`src/rtl/seg_scan_driver.sv`:
```
// seg_scan_driver: time-multiplexed scanner for a 4-digit 7-segment display.
// Define SEG_BLINK_EN to build the blink phase for digits selected by blink_mask.
module seg_scan_driver #(
   parameter int REFRESH_DIV = 100000,
   parameter int BLINK_TICKS = 250,
   parameter int LZB         = 1
) (
   input  logic       clk,
   input  logic       rst_n,
   input  logic [3:0] digit0,
   input  logic [3:0] digit1,
   input  logic [3:0] digit2,
   input  logic [3:0] digit3,
   input  logic [3:0] dp_in,
   input  logic [3:0] blink_mask,
   output logic [3:0] an,
   output logic [6:0] seg,
   output logic       dp,
   output logic       slot_tick
);

   localparam int PW = (REFRESH_DIV > 1) ? $clog2(REFRESH_DIV) : 1;
   localparam logic [PW-1:0] PLAST = PW'(REFRESH_DIV - 1);

   logic [PW-1:0] pre_cnt;
   logic          tick;
   logic [1:0]    idx;
   logic [3:0]    cur_digit;
   logic          cur_dp;
   logic          hidden;
   logic          lz_blank;
   logic [3:0]    an_next;
   logic [6:0]    seg_next;
   logic          dp_next;

   function automatic logic [6:0] seg_decode(input logic [3:0] d);
      logic [6:0] s;
      unique case (d)
         4'd0:    s = 7'h40;
         4'd1:    s = 7'h79;
         4'd2:    s = 7'h24;
         4'd3:    s = 7'h30;
         4'd4:    s = 7'h19;
         4'd5:    s = 7'h12;
         4'd6:    s = 7'h02;
         4'd7:    s = 7'h78;
         4'd8:    s = 7'h00;
         4'd9:    s = 7'h10;
         default: s = 7'h7F;
      endcase
      return s;
   endfunction

   assign tick = (pre_cnt == PLAST);

   // Prescaler: one tick per REFRESH_DIV cycles marks the end of a digit slot
   always_ff @(posedge clk or negedge rst_n) begin
      if (!rst_n) begin
         pre_cnt <= '0;
      end else if (tick) begin
         pre_cnt <= '0;
      end else begin
         pre_cnt <= pre_cnt + PW'(1);
      end
   end

   // Digit index advances once per slot; slot_tick flags the new slot
   always_ff @(posedge clk or negedge rst_n) begin
      if (!rst_n) begin
         idx       <= 2'd0;
         slot_tick <= 1'b0;
      end else begin
         slot_tick <= tick;
         if (tick) begin
            idx <= idx + 2'd1;
         end
      end
   end

   // Select the digit and decimal-point request of the active slot
   always_comb begin
      cur_digit = digit0;
      cur_dp    = dp_in[0];
      unique case (idx)
         2'd0: begin
            cur_digit = digit0;
            cur_dp    = dp_in[0];
         end
         2'd1: begin
            cur_digit = digit1;
            cur_dp    = dp_in[1];
         end
         2'd2: begin
            cur_digit = digit2;
            cur_dp    = dp_in[2];
         end
         default: begin
            cur_digit = digit3;
            cur_dp    = dp_in[3];
         end
      endcase
   end

`ifdef SEG_BLINK_EN
   localparam int BW = (BLINK_TICKS > 1) ? $clog2(BLINK_TICKS) : 1;
   localparam logic [BW-1:0] BLAST = BW'(BLINK_TICKS - 1);

   logic [BW-1:0] blink_cnt;
   logic          blink_hide;

   // Blink phase flips every BLINK_TICKS slots; mask edits never touch it
   always_ff @(posedge clk or negedge rst_n) begin
      if (!rst_n) begin
         blink_cnt  <= '0;
         blink_hide <= 1'b0;
      end else if (tick) begin
         if (blink_cnt == BLAST) begin
            blink_cnt  <= '0;
            blink_hide <= ~blink_hide;
         end else begin
            blink_cnt <= blink_cnt + BW'(1);
         end
      end
   end

   assign hidden = blink_hide & blink_mask[idx];
`else
   logic unused_blink;

   assign unused_blink = (^blink_mask) ^ (BLINK_TICKS > 0);
   assign hidden       = 1'b0;
`endif

   // Next display value: anode one-hot-low, decode, blanking rules
   always_comb begin
      an_next  = ~(4'b0001 << idx);
      lz_blank = (LZB != 0) && (idx == 2'd3) && (cur_digit == 4'd0);
      seg_next = lz_blank ? 7'h7F : seg_decode(cur_digit);
      dp_next  = ~cur_dp;
      if (hidden) begin
         seg_next = 7'h7F;
         dp_next  = 1'b1;
      end
   end

   // Registered display outputs, refreshed every cycle
   always_ff @(posedge clk or negedge rst_n) begin
      if (!rst_n) begin
         an  <= 4'hF;
         seg <= 7'h7F;
         dp  <= 1'b1;
      end else begin
         an  <= an_next;
         seg <= seg_next;
         dp  <= dp_next;
      end
   end

endmodule

```
`config.mk`:
```
export PLATFORM = sky130hd
export DESIGN_NAME = seg_scan_driver
export DESIGN_NICKNAME = d
export VERILOG_FILES = /design/src/rtl/seg_scan_driver.sv
export SDC_FILE = /design/constraint.sdc
export NUM_CORES = 1
export LEC_CHECK = 0
export CAP_MARGIN = 0
export CORE_MARGIN = 2
export CORE_UTILIZATION = 51
export CTS_BUF_LIST = sky130_fd_sc_hd__clkbuf_4
export CTS_CLUSTER_SIZE = 24
export DETAILED_ROUTE_END_ITERATION = 7
export PLACE_DENSITY_LB_ADDON = 0.3
export SYNTH_ARGS = -nofsm -noshare
export SYNTH_HDL_FRONTEND = slang
export SYNTH_SLANG_ARGS = --single-unit
```
`constraint.sdc`:
```
create_clock -name clk -period 3.05 [get_ports clk]
set_clock_uncertainty 0.2 [all_clocks]
set_input_delay 0.4575 -clock clk [delete_from_list [all_inputs] [get_ports clk]]
set_output_delay 0.4575 -clock clk [all_outputs]
set_load 0.02 [all_outputs]
```
==> results_dict.tcl, run 1 <==
set metrics [dict create \
    n_antenna_cell 0 \
    drt_wl_total_mm 3.35 \
    fill_cells 239 \
    setup-tns-final_ns 0 \
    hold_viol_final 0 \
    synthArstFlopShare_pct 100 \
    htreeDepth 2 \
    p_leak_nw 0.931 \
    synth_compound_area_share_pct 12.5 \
    peakVddDrop_mv 0.194 \
    wl_per_cell_um 14.0 \
    vias 1308 \
    total_power_uw 777 \
    grt_overflow_total 0 \
    hold_class "in2async" \
    status "completed" \
    die-area_um2 3650 \
    period_needed_ns 2.69 \
    end_kind "flop" \
    drc_errors 0 \
    maxSlewViolCount 0 \
    synth-seq-cells 32 \
    clockRootBuffer "clkbuf_4" \
    crit_buf_inv 3 \
    avgSynthCellArea_um2 10.7 \
    rows 20 \
    crit_path_cell_trace "inv_1 > ha_1 > a222oi_1 > a21oi_1 > inv_1 > ha_1 > inv_1 > a22oi_1 > o22ai_1 > a21oi_1" \
    cts_resized 0 \
    power_density_nw_per_um2 371 \
    setup_viol 0 \
    cp.arrival_ns 2.75 \
    max_stage_delay_ns 0.39 \
    die_y_um 60.5 \
    grt_usage_pct 21.0 \
    postCtsSetupBuffers 0 \
    gp_congestion 0.895 \
    slew_headroom_pct 62.6 \
    vias_per_cell 5.45 \
    synth_edf_count 0 \
    ctsHoldBuffers 0 \
    synth_top_family_by_area "simple AND/OR/NAND/NOR gates" \
    grt_pass1_vias 1319 \
    cts_sinks 32 \
    cts.clk_slew.worst_paths_ns 0.09 \
    tightest_slew_ns 0.556 \
    synthXorXnorAreaFrac_pct 7.54 \
    drt_pass1_iterations 6 \
    clk_latency_ns 0.33 \
    crit_top_cell "inv_1" \
    synth_mux_area_share_pct 2.16 \
    slowest_stage "dfrtp_1" \
    antenna_found_initial 0 \
    dp_hpwl_mm 2.61 \
    postRouteAntennaNets 0 \
    yosysSeqAreaShare_pct 50.2 \
    fin_nets 231 \
    syn_nets 188 \
    cts_buffer_depth 2 \
    syn_inst 152 \
    final_common_cell "clkdlybuf4s50_1" \
    yosys.area_share.adder_pct 7.70 \
    drive_above_1_share_pct 14.3 \
    grt_pass1_wl_mm 5.56 \
    dr.first_iter.drc_count 86 \
    synth_cell_types 35 \
    maxCapViolCount 0 \
    mostFrequentLayoutCells "clkdlybuf4s50_1 (34), dfrtp_1 (20), inv_1 (13), nor2_1 (13), dfstp_2 (12)" \
    crit_family "compound AO/OA/AOI/OAI gates" \
    port-buffer-count 34 \
    yosys_warnings 0 \
    pin_count 39 \
    path_max_fanout 6 \
    cts_tree "done" \
    cp.required_ns 3.11 \
    critPathKind "reg2reg" \
    crit_path_start_kind "flop" \
    rsz0062_at_grt "false" \
    fp.dieW_um 60.5 \
    fmax_mhz 371 \
    cts_buffers 5 \
    area_growth_pct 28.9 \
    finalCritPeriodShare_pct 88.3 \
    synth.cell_area_um2 1630 \
    start_util_pct 53.2 \
    fp.coreArea_um2 3050 \
    synth_flop_cell "dfrtp_1" \
    synth-simple-area-share_pct 16.4 \
    grt_max_degree 33 \
]
[flip-flops by register name, indices dropped and copies added (netlist names)]
register / flops
idx: 2
an: 4
slot_tick: 1
pre_cnt: 17
dp: 1
seg: 7
[synthesized netlist by cell type, types with 2 or more instances]
library cell,count,area [µm²]
a22oi_1,4,30.0
xor2_1,5,43.8
a21o_1,2,15.0
nor3_1,7,35.0
o21ai_0,3,15.0
nand4_1,3,18.8
a222oi_1,4,40.0
nor2_1,13,48.8
dfstp_2,12,315
mux2i_1,2,20.0
nand2_1,5,18.8
o22ai_1,2,12.5
nand3_1,6,30.0
xnor2_1,9,78.8
nor2b_1,4,25.0
and3_1,2,12.5
nor4_1,2,12.5
inv_1,13,48.8
ha_1,10,125
a21oi_1,10,50.1
dfrtp_1,20,500
[routing by layer]
layer	GRT usage, %	up-vias	part of all wire, %
met5	0	-	0
met4	8.70	0	2.2
met3	6.82	11	6.3
met2	37.6	49	53
met1	23.0	620	39
li1	-	628	-
[where the power goes]
group          total [mW]  switching [mW]  internal (mW)
combinational      0.0980          0.0457         0.0522
clock               0.237           0.131          0.106
sequential          0.442         0.00232          0.439
[logic make-up after synthesis]
group,count (synthesis)
buffers and inverters,15
multiplexers,3
flip-flops,32
AND/OR/NAND/NOR,48
adder cells (fa/ha/maj),10
AO/OA/AOI/OAI,30
XOR/XNOR,14
[final timing paths]
check                           start    endpoint  slack (ns)  cells after the start
setup reg to reg               idx[0]      seg[3]        0.36                     10
setup / recovery               idx[0]      seg[3]        0.36                     10
min in group clk           pre_cnt[0]  pre_cnt[0]        0.30                      1
hold reg to reg            pre_cnt[0]  pre_cnt[0]        0.30                      1
hold / removal                  rst_n  pre_cnt[4]        0.30                      2
max in group asynchronous       rst_n      seg[3]        2.03                      2
[cell type report]
cell class              instances  area [µm²]  area share (%)
flip-flops and latches         32         816            38.9
clock buffers                   7        52.6            2.51
inverters                      14        52.6            2.51
clock inverters                 1        3.75           0.179
well taps                      44        55.1            2.63
multi-input cells             105         752            35.9
repair buffers                 37         363            17.3
[through the flow]
stage          setup WS, ns  cells  hold WS, ns  utilization [%]  cell area, µm²
2_1_floorplan         0.708    152      -0.0381                -            1630
3_3_place_gp          0.385    232        0.260             66.8            2040
3_5_place_dp          0.303    232        0.281             66.8            2040
4_1_cts               0.372    240        0.297             68.6            2090
5_1_grt               0.151    240        0.317             68.6            2090
6_report              0.358    240        0.297             68.6            2090
Power figures use the tool's default switching activity.
==> inputs of run 2 (changes only) <==
HOLD_SLACK_MARGIN = 0.03   (was default)
==> results of run 2 <==
The final DEF is identical to that of run 1; final timing and power are the same.
==> inputs of run 3 (changes only) <==
CORE_MARGIN = default   (was 2)
CTS_CLUSTER_DIAMETER = 150   (was default)
==> run 3 against run 2 <==
Sequential power hardly changed. Flip-flop and latch count unchanged. Final cell count is 0.42% lower. First-iteration DRC count is 31% lower. Register-to-register slack improved by 0.04 ns.
==> results_dict.tcl, run 3 (synthesis gave the netlist of run 1 again) <==
set metrics [dict create \
    total_power_uw 769 \
    grt_overflow_total 0 \
    clockRootBuffer "clkbuf_4" \
    vias 1287 \
    cts_resized 0 \
    hold_viol_final 0 \
    drive_above_1_share_pct 13.3 \
    slew_headroom_pct 58.5 \
    postCtsSetupBuffers 0 \
    fin_cells 239 \
    fp.coreArea_um2 3030 \
    hold_class "reg2reg" \
    crit_path_start_kind "flop" \
    tightest_slew_ns 0.618 \
    status "completed" \
    postRouteAntennaNets 0 \
    placedCellCount 231 \
    grt_usage_pct 21.9 \
    setup-tns-final_ns 0 \
    cts_tree "done" \
    crit_top_cell "inv_1" \
    maxCapViolCount 0 \
    dr.first_iter.drc_count 59 \
    die-area_um2 3420 \
    pre_cts_ws_ns 0.324 \
    cts_buffer_depth 2 \
    final_common_cell "clkdlybuf4s50_1" \
    period_needed_ns 2.66 \
    path_max_fanout 6 \
    drt_wl_total_mm 3.23 \
    peakVddDrop_mv 0.246 \
    grt_pass1_vias 1361 \
    cts_buffers 5 \
    crit_path_cell_trace "inv_1 > ha_1 > a222oi_1 > a21oi_1 > inv_1 > ha_1 > inv_1 > a22oi_1 > o21ai_0 > a22oi_1" \
    fmax_mhz 377 \
    antenna_found_initial 0 \
    dp_hpwl_mm 2.43 \
    htreeDepth 2 \
    power_density_nw_per_um2 369 \
    setup_viol 0 \
    rsz0062_at_grt "false" \
    drt_pass1_iterations 4 \
    gp_congestion 0.871 \
    grt_max_degree 33 \
    fin_ws_ns 0.395 \
    cp.required_ns 3.10 \
    p_leak_nw 0.923 \
    clk_latency_ns 0.33 \
    vias_per_cell 5.38 \
    area_growth_pct 28.2 \
    slowest_stage "dfrtp_1" \
    grt_pass1_wl_mm 5.64 \
    die_y_um 58.5 \
    largest_reg_flops 17 \
    rows 20 \
    port-buffer-count 34 \
    largest_registers "pre_cnt x17, seg x7, an x4" \
    max_stage_delay_ns 0.39 \
    cts.clk_slew.worst_paths_ns 0.10 \
    ctsHoldBuffers 0 \
    cp.arrival_ns 2.70 \
    finalCritPeriodShare_pct 87.1 \
    n_antenna_cell 0 \
    cts_sinks 32 \
    end_kind "flop" \
    pin_count 39 \
    start_util_pct 53.7 \
    critPathKind "reg2reg" \
    maxSlewViolCount 0 \
    largest-register "pre_cnt" \
    fin_nets 230 \
    drc_errors 0 \
    mostFrequentLayoutCells "clkdlybuf4s50_1 (34), dfrtp_1 (20), inv_1 (13), nor2_1 (13), dfstp_2 (12)" \
    fp.dieW_um 58.5 \
    wl_per_cell_um 13.5 \
    finalCoreUtilization_pct 68.8 \
]
[run 3: cell types whose count changed in the layout (fill, tap and decap cells not counted)]
| cell | before | now |
|---|---|---|
| buf_4 | 3 | 2 |
| clkbuf_4 | 7 | 6 |
| clkinv_1 | 2 | 3 |
[run 3: path summary, 6_finish.rpt]
path                             start     endpoint  slack (ns)  cells after the start
setup / recovery                idx[0]       seg[1]        0.39                     10
hold / removal             pre_cnt[16]  pre_cnt[16]        0.29                      1
setup reg to reg                idx[0]       seg[1]        0.39                     10
hold reg to reg            pre_cnt[16]  pre_cnt[16]        0.29                      1
max in group asynchronous        rst_n       seg[1]        2.01                      2
min in group asynchronous        rst_n   pre_cnt[3]        0.31                      2
[run 3: stage by stage]
step                      area (µm²)  hold slack, ns
after floorplan                 1630         -0.0381
after global placement          2030           0.265
after detailed placement        2030           0.275
after CTS                       2080           0.294
after global routing            2080           0.325
final                           2080           0.294
[run 3: critical path, delay by kind of cell, from the launching register on]
kind / cells / cell delay (ns)
flip-flops: 1 / 0.39
AO/OA/AOI/OAI: 5 / 1.22
adder cells (fa/ha/maj): 2 / 0.44
buffers and inverters: 3 / 0.31
[run 3: where the power goes]
part	total, mW	leakage (nW)	switching (mW)	internal [mW]
clock	0.231	0.0307	0.136	0.0941
sequential	0.441	0.391	0.00217	0.439
combinational	0.0973	0.501	0.0453	0.0521
total	0.769	0.923	0.184	0.585
[run 3: layout make-up]
type / count / area [µm²]
multi-input cells: 105 / 752
inverters: 14 / 52.6
flip-flops and latches: 32 / 816
clock inverters: 2 / 7.51
fillers: 229 / 945
clock buffers: 6 / 45.0
repair buffers: 36 / 355
well taps: 44 / 55.1
[run 3: metal layers]
layer  track usage, %  wire length [µm]  part of all wire (%)  vias to the layer above
met5                0                 0                     0                        -
met4             12.6                55                   1.7                        0
met3             6.81               133                   4.1                        6
met2             38.9              1700                    53                       36
met1             22.8              1340                    42                      617
li1                 -                 -                     -                      628
